[src/rtl/eu_isa_pkg.sv]
// EU instruction-set constants, issuer state encoding and opcode helpers.
package eu_isa_pkg;

  localparam logic [7:0] OPC_NOP       = 8'h00;
  localparam logic [7:0] OPC_CONV3X3   = 8'h10;
  localparam logic [7:0] OPC_GEMM      = 8'h11;
  localparam logic [7:0] OPC_POOL2D    = 8'h12;
  localparam logic [7:0] OPC_UNPOOL2D  = 8'h13;
  localparam logic [7:0] OPC_CONCAT_C  = 8'h14;
  localparam logic [7:0] OPC_ACT_QUANT = 8'h15;
  localparam logic [7:0] OPC_END       = 8'hFF;

  localparam int EU_INSN_ARGS = 7;

  typedef enum logic [1:0] {
    ST_IDLE     = 2'd0,
    ST_SEND     = 2'd1,
    ST_END_WAIT = 2'd2,
    ST_HALT     = 2'd3
  } issuer_state_e;

  // Compute opcodes carry a header word plus all argument words.
  function automatic logic eu_opc_compute(input logic [7:0] opc);
    return (opc == OPC_CONV3X3) || (opc == OPC_GEMM) || (opc == OPC_POOL2D) ||
           (opc == OPC_UNPOOL2D) || (opc == OPC_CONCAT_C) || (opc == OPC_ACT_QUANT);
  endfunction

  function automatic logic eu_opc_known(input logic [7:0] opc);
    return eu_opc_compute(opc) || (opc == OPC_NOP) || (opc == OPC_END);
  endfunction

  // Unknown opcodes are sent as a lone header word.
  function automatic logic [3:0] eu_insn_words(input logic [7:0] opc);
    return eu_opc_compute(opc) ? 4'd8 : 4'd1;
  endfunction

endpackage

[src/rtl/eu_desc_fifo.sv]
// Generic show-ahead synchronous FIFO with occupancy count.
module eu_desc_fifo #(
  parameter int W     = 8,
  parameter int DEPTH = 4
) (
  input  logic                       clk,
  input  logic                       rst_n,
  input  logic                       clear,
  input  logic                       push,
  input  logic [W-1:0]               wdata,
  input  logic                       pop,
  output logic [W-1:0]               rdata,
  output logic [$clog2(DEPTH):0]     count,
  output logic                       full,
  output logic                       empty
);
  localparam int AW = $clog2(DEPTH);
  localparam int CW = AW + 1;

  logic [W-1:0]  mem [DEPTH];
  logic [AW-1:0] wr_ptr_q, wr_ptr_d;
  logic [AW-1:0] rd_ptr_q, rd_ptr_d;
  logic [CW-1:0] count_q, count_d;
  logic          do_push, do_pop;

  assign full    = (count_q == CW'(DEPTH));
  assign empty   = (count_q == '0);
  assign count   = count_q;
  assign rdata   = mem[rd_ptr_q];
  assign do_push = push && !full;
  assign do_pop  = pop && !empty;

  // Pointer and occupancy update; clear discards everything including a same-cycle push.
  always_comb begin
    wr_ptr_d = wr_ptr_q;
    rd_ptr_d = rd_ptr_q;
    count_d  = count_q;
    if (clear) begin
      wr_ptr_d = '0;
      rd_ptr_d = '0;
      count_d  = '0;
    end else begin
      if (do_push) wr_ptr_d = wr_ptr_q + AW'(1);
      if (do_pop)  rd_ptr_d = rd_ptr_q + AW'(1);
      if (do_push && !do_pop) count_d = count_q + CW'(1);
      if (!do_push && do_pop) count_d = count_q - CW'(1);
    end
  end

  // Control state registers.
  always_ff @(posedge clk or negedge rst_n) begin
    if (!rst_n) begin
      wr_ptr_q <= '0;
      rd_ptr_q <= '0;
      count_q  <= '0;
    end else begin
      wr_ptr_q <= wr_ptr_d;
      rd_ptr_q <= rd_ptr_d;
      count_q  <= count_d;
    end
  end

  // Storage array; contents need no reset since occupancy gates reads.
  always_ff @(posedge clk) begin
    if (do_push && !clear) mem[wr_ptr_q] <= wdata;
  end

endmodule

[src/rtl/eu_insn_issuer.sv]
// Buffers instruction descriptors and serialises them into the EU word stream.
module eu_insn_issuer
  import eu_isa_pkg::*;
#(
  parameter int INSN_W     = 32,
  parameter int DESC_DEPTH = 4,
  parameter int CNT_W      = 16
) (
  input  logic                            clk,
  input  logic                            rst_n,
  input  logic                            clear,
  input  logic                            desc_valid,
  output logic                            desc_ready,
  input  logic [7:0]                      desc_opcode,
  input  logic [7:0]                      desc_flags,
  input  logic [EU_INSN_ARGS*INSN_W-1:0]  desc_args,
  output logic                            insn_valid,
  input  logic                            insn_ready,
  output logic [INSN_W-1:0]               insn_data,
  input  logic                            eu_done,
  input  logic                            eu_error_valid,
  output logic                            busy,
  output logic                            halted,
  output logic                            end_sent,
  output logic                            unknown_opc,
  output logic [$clog2(DESC_DEPTH):0]     fifo_count,
  output logic [CNT_W-1:0]                issued_cnt
);
  localparam int DESC_W = 16 + EU_INSN_ARGS * INSN_W;

  issuer_state_e      state_q, state_d;
  logic [DESC_W-1:0]  cur_q, cur_d;
  logic [2:0]         word_idx_q, word_idx_d;
  logic               insn_valid_q, insn_valid_d;
  logic [INSN_W-1:0]  insn_data_q, insn_data_d;
  logic               unknown_q, unknown_d;
  logic [CNT_W-1:0]   issued_q, issued_d;

  logic [DESC_W-1:0]  head;
  logic               fifo_full, fifo_empty, load;
  logic [INSN_W-1:0]  cur_args [8];
  logic [7:0]         cur_opc;
  logic               last_word;

  eu_desc_fifo #(.W(DESC_W), .DEPTH(DESC_DEPTH)) u_fifo (
    .clk   (clk),
    .rst_n (rst_n),
    .clear (clear),
    .push  (desc_valid && desc_ready),
    .wdata ({desc_args, desc_flags, desc_opcode}),
    .pop   (load),
    .rdata (head),
    .count (fifo_count),
    .full  (fifo_full),
    .empty (fifo_empty)
  );

  // Argument words of the descriptor in flight; slot 7 pads the 3-bit index range.
  for (genvar gi = 0; gi < 8; gi++) begin : g_args
    if (gi < EU_INSN_ARGS) begin : g_arg
      assign cur_args[gi] = cur_q[16 + gi*INSN_W +: INSN_W];
    end else begin : g_pad
      assign cur_args[gi] = '0;
    end
  end

  assign cur_opc   = cur_q[7:0];
  assign last_word = ({1'b0, word_idx_q} == (eu_insn_words(cur_opc) - 4'd1));

  // Serialiser next-state: clear beats error, error beats normal issue.
  always_comb begin
    state_d      = state_q;
    cur_d        = cur_q;
    word_idx_d   = word_idx_q;
    insn_valid_d = insn_valid_q;
    insn_data_d  = insn_data_q;
    unknown_d    = unknown_q;
    issued_d     = issued_q;
    load         = 1'b0;
    if (clear) begin
      state_d      = ST_IDLE;
      word_idx_d   = '0;
      insn_valid_d = 1'b0;
      unknown_d    = 1'b0;
    end else if (eu_error_valid) begin
      state_d      = ST_HALT;
      insn_valid_d = 1'b0;
    end else begin
      case (state_q)
        ST_IDLE: begin
          if (!fifo_empty) load = 1'b1;
        end
        ST_SEND: begin
          if (insn_ready) begin
            if (last_word) begin
              issued_d = issued_q + CNT_W'(1);
              if (cur_opc == OPC_END) begin
                state_d      = ST_END_WAIT;
                insn_valid_d = 1'b0;
              end else if (!fifo_empty) begin
                load = 1'b1;
              end else begin
                state_d      = ST_IDLE;
                insn_valid_d = 1'b0;
              end
            end else begin
              word_idx_d  = word_idx_q + 3'd1;
              insn_data_d = cur_args[word_idx_q];
            end
          end
        end
        default: ;
      endcase
      if (load) begin
        state_d      = ST_SEND;
        cur_d        = head;
        word_idx_d   = '0;
        insn_valid_d = 1'b1;
        insn_data_d  = {{(INSN_W-16){1'b0}}, head[15:8], head[7:0]};
        if (!eu_opc_known(head[7:0])) unknown_d = 1'b1;
      end
    end
  end

  // Serialiser registers.
  always_ff @(posedge clk or negedge rst_n) begin
    if (!rst_n) begin
      state_q      <= ST_IDLE;
      cur_q        <= '0;
      word_idx_q   <= '0;
      insn_valid_q <= 1'b0;
      insn_data_q  <= '0;
      unknown_q    <= 1'b0;
      issued_q     <= '0;
    end else begin
      state_q      <= state_d;
      cur_q        <= cur_d;
      word_idx_q   <= word_idx_d;
      insn_valid_q <= insn_valid_d;
      insn_data_q  <= insn_data_d;
      unknown_q    <= unknown_d;
      issued_q     <= issued_d;
    end
  end

  // eu_done is status only; completion is tracked by the host.
  logic unused_done;
  assign unused_done = eu_done;

  assign desc_ready  = !fifo_full && (state_q != ST_HALT);
  assign insn_valid  = insn_valid_q;
  assign insn_data   = insn_data_q;
  assign busy        = (state_q != ST_IDLE) || !fifo_empty;
  assign halted      = (state_q == ST_HALT);
  assign end_sent    = (state_q == ST_END_WAIT);
  assign unknown_opc = unknown_q;
  assign issued_cnt  = issued_q;

endmodule

[config.mk]
export PLATFORM = sky130hd
export DESIGN_NAME = eu_insn_issuer
export DESIGN_NICKNAME = d
export VERILOG_FILES = /design/src/rtl/eu_isa_pkg.sv /design/src/rtl/eu_desc_fifo.sv /design/src/rtl/eu_insn_issuer.sv
export SDC_FILE = /design/constraint.sdc
export NUM_CORES = 1
export LEC_CHECK = 0
export CAP_MARGIN = 20
export CORE_AREA = 2 2 503 405
export DETAILED_ROUTE_END_ITERATION = 8
export DIE_AREA = 0 0 505 407
export PLACE_DENSITY = 0.45
export SLEW_MARGIN = 20
export SYNTH_ARGS = -nofsm -noshare
export SYNTH_HDL_FRONTEND = slang
export SYNTH_SLANG_ARGS = --single-unit
[constraint.sdc]
create_clock -name clk -period 7.85 [get_ports clk]
set_input_delay 0.785 -clock clk [delete_from_list [all_inputs] [get_ports clk]]
set_output_delay 0.785 -clock clk [all_outputs]
set_load 0.005 [all_outputs]
## Word level (Yosys, flattened, before mapping)

Memory sizes are Yosys's and may differ from the RTL's.
Cells that the tools add are included.

- Input bits: 247
- Memory bits (writable): 960
- Output and inout bits: 57
- Word-level logic and storage cells: 145
- Register bits after elaboration: 302
- Memories: 1

- Mux-type cells: 52
- Add/sub/neg operators: 7
- Bitwise gates (word level): 3
- Order comparisons: 1
- Equality and inequality tests: 24
- Reduce and logical (&&, ||, !) cells: 47

Memories:

| memory | words | width | rd ports | clocked after memory_dff | write ports | line | source |
|---|---|---|---|---|---|---|---|
| u_fifo.mem | 4 | 240 | 1 | 0 | 1 | eu_desc_fifo.sv:20 | `logic [W-1:0] mem [DEPTH];` |

Operators with widths:

| cell | number |
|---|---|
| $mux 32 | 6 |
| $bmux 32 s3 | 1 |
| $eq 8x5->1 const B | 12 |
| $mux 3 | 9 |
| $mux 2 | 12 |
| $mux 1 | 22 |
| $add 16x1->16 const B | 1 |
| $eq 8x8->1 const B | 2 |
| $logic_or 1x1->1 | 13 |
| $reduce_bool 2->1 | 6 |
| $reduce_bool 4->1 | 3 |
| $reduce_and 5->1 | 2 |
| $reduce_bool 3->1 | 3 |
| $logic_not 8->1 | 1 |
| $reduce_and 4->1 | 2 |
| $logic_and 1x1->1 | 7 |
| $add 3x1->3 const B | 2 |
| $ne 2x2->1 const B | 3 |
| $reduce_and 3->1 | 2 |
| $logic_not 1->1 | 5 |
| $reduce_bool 5->1 | 1 |
| $add 2x1->2 const B | 2 |
| $eq 2x2->1 const B | 2 |
| $eq 3x4->1 | 1 |
| 13 further kinds | 14 |

## Logic depth before layout (Yosys ltp)

- Depth after elaboration: 22
- Mapped depth: 12

## Cells and area by module

A second synthesis with hierarchy kept.

- Cell total of the unflattened synthesis: 2275
- Area, all modules: 48430.2 sq um

Modules (own cells, without submodules):

| module | cells an instance | sequential area each (sq um) | area an instance (sq um) | instances |
|---|---|---|---|---|
| eu_desc_fifo | 1319 | 29002.8 | 35206.3 | 1 |
| eu_insn_issuer | 956 | 7181.9 | 13223.9 | 1 |

## Worst setup path after synthesis

No wires, ideal clock.

- Path kind: register -> register
- Start: register state_q[1]
- End: memory u_fifo.mem[0][0] (netlist name) (enable)
- Required time: 7.218 ns
- Data arrival time: 6.705 ns
- Buffers on the path: 0
- Cell stages (with the launch flop): 6
- Period minus slack after synthesis: 7.337 ns
- Path slack: 0.513 ns
- Cell sequence: dfrtp_1 -> and2_1 -> a21oi_1 -> nand2_1 -> nor2_1 -> and2_1

- Longest elaborated chain between the ends: 7

Ends and longest elaborated chain:

| what | line | source |
|---|---|---|
| from (decl) | eu_insn_issuer.sv:31 | `issuer_state_e state_q, state_d;` |
| from (signal assigned) | eu_insn_issuer.sv:136 | `state_q <= state_d;` |
| $ne 2x2->1 | eu_insn_issuer.sv:150 | `assign desc_ready = !fifo_full && (state_q != ST_HALT);` |
| $logic_and 1x1->1 | eu_insn_issuer.sv:150 |  |
| via desc_ready | eu_insn_issuer.sv:13 | `output logic desc_ready,` |
| $logic_and 1x1->1 | eu_insn_issuer.sv:49 | `.push (desc_valid && desc_ready),` |
| $logic_and 1x1->1 | eu_desc_fifo.sv:30 | `assign do_push = push && !full;` |
| $logic_and 1x1->1 | eu_desc_fifo.sv:65 | `if (do_push && !clear) mem[wr_ptr_q] <= wdata;` |
| $mux 1 | eu_desc_fifo.sv:65 |  |
| $mux 1 (not written as such) | eu_desc_fifo.sv:65 |  |
| to (decl) | eu_desc_fifo.sv:20 |  |

The timed path passes the listed nets, and every way through them passes these cells.

## Final worst setup path

- Start: register word_idx_q[2]
- End: register insn_data_q[29], in the netlist insn_data[29]

- Longest elaborated chain between the ends: 8
- Elaborated cells between the ends (all ways): 18
- Those cells by class: eq/ne: 2; mux: 12; bitwise: 1; reduce/logical: 3

Ends and longest elaborated chain:

| what | line | source |
|---|---|---|
| from (decl) | eu_insn_issuer.sv:33 | `logic [2:0] word_idx_q, word_idx_d;` |
| from (signal assigned) | eu_insn_issuer.sv:138 | `word_idx_q <= word_idx_d;` |
| $eq 3x4->1 or $not 3->4 (tied branches) | eu_insn_issuer.sv:68, eu_insn_issuer.sv:108 |  |
| $mux 1 or $bmux 32 s3 (tied branches) | eu_insn_issuer.sv:95, eu_insn_issuer.sv:108 |  |
| $mux 1 or $mux 32 (tied branches) | eu_insn_issuer.sv:94, eu_insn_issuer.sv:108 |  |
| $pmux 1 s2 or $mux 32 (tied branches) | eu_insn_issuer.sv:89, eu_insn_issuer.sv:108 |  |
| $mux 1 or $mux 32 (tied branches) | eu_insn_issuer.sv:85, eu_insn_issuer.sv:95 |  |
| $mux 1 or $mux 32 (tied branches) | eu_insn_issuer.sv:80, eu_insn_issuer.sv:94 |  |
| $ne 2x1->1 (no source line), or another cell as far along | -- |  |
| $reduce_and 5->1 (no source line) or $mux 32 (tied branches) | -- |  |
| to (signal assigned) | eu_insn_issuer.sv:140 | `insn_data_q <= insn_data_d;` |
| to (decl) | eu_insn_issuer.sv:35 | `logic [INSN_W-1:0] insn_data_q, insn_data_d;` |

Several ways; a longest one is shown, not always the timed one. The select of a mux whose other input is x is not followed.
A chain may end at the register's enable or synchronous reset.

==> run_results.csv <==
group,metric,value,unit
sta,max_slew_margin,0.2616,
synth,async_reset_ff_frac,0.2344,
power,power_frac_clock,0.383,
placed_design,dpl-instance-area,54070,sq um
power,p_sw_frac,0.2613,
power,seqPwrFrac,0.487,
sta,grt_setup_unrepaired,"false",
die,rows,147,
critical_path,path_buf_inv,1,
final_layout,multi_input_area,11050,sq um
synth,syn_nets,2988,
critical_path,crit_slowest_cell,"dfrtp_4",
drt,drt_wl_total,137.8,mm
critical_path,worstPathArrival,4.72,ns
synth,synth.distinct_cells,46,
sta,finalMaxSlewViolations,0,
clocking,clock_tree.buffer_depth,3,
clocking,cts_setup_buffers,0,
clocking,cts.sinks,1254,
sta,hold_viol_final,0,
power,p_leak,20.25,nW
final_layout,fill_cells,19992,
clocking,cts_tree,"done",
clocking,insertion_delay,0.77,ns
sta,tns,0,ns
final_layout,final_cell_mix,"960 x edfxtp_1, 727 x nand2_1, 301 x clkdlybuf4s50_1, 289 x dfrtp_1, 272 x mux4_2",
sta,worst_pin_slew,1.108,ns
sta,fmax,244.9,MHz
global_routing,grt_start_max_net_pins,114,
power,combPwrFrac,0.129,
drt,drc,0,
final_layout,seq_area,36200,sq um
die,dieArea,205500,sq um
sta,timing.final.crit_share,0.5203,
critical_path,max_stage_delay,0.97,ns
synth,dominantRegCellSynth,"edfxtp_1",
critical_path,crit_type,"reg2reg",
run_status,status,"complete, no violations",
global_routing,grt_use_total,0.1334,
synth,ys_seq_elements,1254,
drt,drt-vias-per-instance,4.223,
global_routing,antenna_found_initial,76,
synth,synth-edff-count,960,
critical_path,end_kind,"flip-flop",
sta,setup_violations,0,
critical_path,path_max_fanout,68,
synth,syn_area,47820,sq um
die,fp.coreArea,200100,sq um
power,peakVddDrop,0.0001660,V
power,pwr_density_cell,294.8,nW/um^2
critical_path,crit_chain,"nand3_1, or4_4, a2111oi_4, or2_4, buf_12, nor2_2, a22o_1",
clocking,numCtsBuffers,143,
drt,ant_nets,0,
final_layout,synthToLayoutAreaGrowth,22.88,%
clocking,path_clk_slew,0.06,ns
power,internal_power,0.01279,W
global_routing,grt_first_pass_wirelength,196.7,mm
critical_path,start_kind,"flip-flop",
final_layout,design_area,58760,sq um
drt,vias,24880,
worst_hold_path,hold_path_class,"reg2reg",
placed_design,hpwlAfterDp,88.47,mm
final_layout,layout_commonest_cell,"edfxtp_1",
die,die_h,407,um
final_layout,drive_above_1_share,0.1648,
drt,first_iter_violations,1760,
die,start_util,0.2390,
final_layout,nets,3329,
drt,wire_per_inst,23.40,um
flow_run,cap_violations,0,
power,finalPower,0.01732,W
clocking,cts-root-buf,"clkbuf_16",
critical_path,critPathTopFamily,"simple AND/OR/NAND/NOR gates",
power,switchingPower,0.004527,W
critical_path,required,8.48,ns
global_routing,grt_pass1_vias,25677,
sta,period_needed,4.084,ns
sta,fin_skew,0.03038,ns
synth,syn_area_per_cell,17.49,sq um
placed_design,gp_congestion,0.7382,
die,die_w,505,um
synth,netlist_instances,2734,
clocking,htree_levels,4,
drt,drt_first_pass_iters,7,
die,ioPinCount,304,
global_routing,grt.overflow.total,0,
placed_design,port_buffers,302,
synth,yosysSeqAreaShare,0.7567,
synth,synth_warnings,0,
## Yosys cell counts (2+ instances only)
library cell  instances  area (sq um)
mux2_2                2         22.52
or3_1                 2         12.51
buf_4                 3         22.52
dfrtp_1             294          7357
a22o_1               16         140.1
nand2_1             727          2729
o2bb2ai_1             2         17.52
and2_1                6         37.54
a211oi_1              4         30.03
and3_1                4         25.02
a21oi_1              54         270.3
nor3b_1               2         15.01
xnor2_1              11         96.34
buf_1                13         48.80
edfxtp_1            960         28830
and4_1                2         17.52
xor2_1                9         78.83
o21ai_0               3         15.01
a211o_1              19         166.4
nor3_1               21         105.1
buf_2                41         205.2
inv_1                 5         18.77
ha_1                  6         75.07
nor2_1               86         322.8
a31oi_1              16         100.1
clkbuf_1             86         322.8
nor2b_1               4         25.02
mux2i_1              35         350.3
nand3_1               6         30.03
or2_2                 3         18.77
nand4_1               6         37.54
mux4_2              272          6126
## kinds of logic after synthesis
family / after synthesis / share of synthesized area
multiplexers: 310 / 0.1361
AO/OA/AOI/OAI: 118 / 0.01659
flip-flops: 1254 / 0.7567
buffers and inverters: 149 / 0.01316
AND/OR/NAND/NOR: 876 / 0.07172
XOR/XNOR: 20 / 0.003663
adder cells (fa/ha/maj): 7 / 0.001989
## final cells by class
cell class                      instances  area share
Sequential cell                      1254      0.6162
Antenna cell                           12   0.0005111
Clock inverter                         56     0.01246
Tap cell                             2682     0.05711
Inverter                                5   0.0003194
Clock buffer                          212     0.06669
Multi-Input combinational cell       1331      0.1880
Timing Repair Buffer                  340     0.05877
## what timing repair did
item,CTS,global route
gates resized for setup,0,0
hold buffers,1,0
hold endpoints to repair,19,0
## stage by stage
| step | std cells | setup slack (ns) | utilization | hold slack, ns |
|---|---|---|---|---|
| after CTS | 5880 | 3.645 | 0.2935 | 0.4750 |
| after global routing | 5887 | 3.448 | 0.2936 | 0.4909 |
| final | 5892 | 3.766 | 0.2936 | 0.4701 |
| after floorplan | 2734 | 0.5133 | - | 0.4403 |
| after global placement | 5611 | 3.340 | 0.2702 | 0.4548 |
| after detailed placement | 5611 | 3.330 | 0.2702 | 0.4586 |
## tightest hold or removal path: cells and delay by family, from the launching register on
family / cells / cell delay (ns)
simple gates: 2 / 0.10
flops: 1 / 0.34
## flip-flops by register name (all words and copies together), names as in the netlist
register,flops
word_idx_q,3
u_fifo.wr_ptr_q,2
u_fifo.mem,960
insn_valid,1
insn_data,32
issued_cnt,16
u_fifo.count,3
u_fifo.rd_ptr_q,2
unknown_opc,1
state_q,2
cur_q,232
## final timing paths
| path | from | end | slack (ns) | cells past startpoint |
|---|---|---|---|---|
| setup / recovery | word_idx_q[2] | insn_data[29] | 3.77 | 7 |
| hold reg to reg | cur_q[180] | cur_q[180] | 0.47 | 2 |
| hold / removal | cur_q[180] | cur_q[180] | 0.47 | 2 |
| min in group asynchronous | rst_n | issued_cnt[12] | 0.58 | 2 |
| max in group asynchronous | rst_n | cur_q[72] | 5.83 | 3 |
| setup reg to reg | word_idx_q[2] | insn_data[29] | 3.77 | 7 |
## routing by layer
metal / wire length, um / track usage / vias up / part of all wire
met5: 310 / 0 / - / 0.0022
met4: 3382 / 0.04008 / 48 / 0.025
met2: 63650 / 0.2069 / 518 / 0.46
li1: - / - / 11041 / -
met3: 8862 / 0.03850 / 252 / 0.064
met1: 61640 / 0.1806 / 13021 / 0.45
## power groups by stage
stage	clock network [W]	registers [W]	logic (W)
floorplan	0	0.00845	0.00125
global placement	0	0.00857	0.00230
detailed placement	0	0.00857	0.00232
CTS	0.00686	0.00845	0.00233
global route	0.00711	0.00854	0.00251
finish	0.00664	0.00844	0.00224
Power figures use the tool's default switching activity.
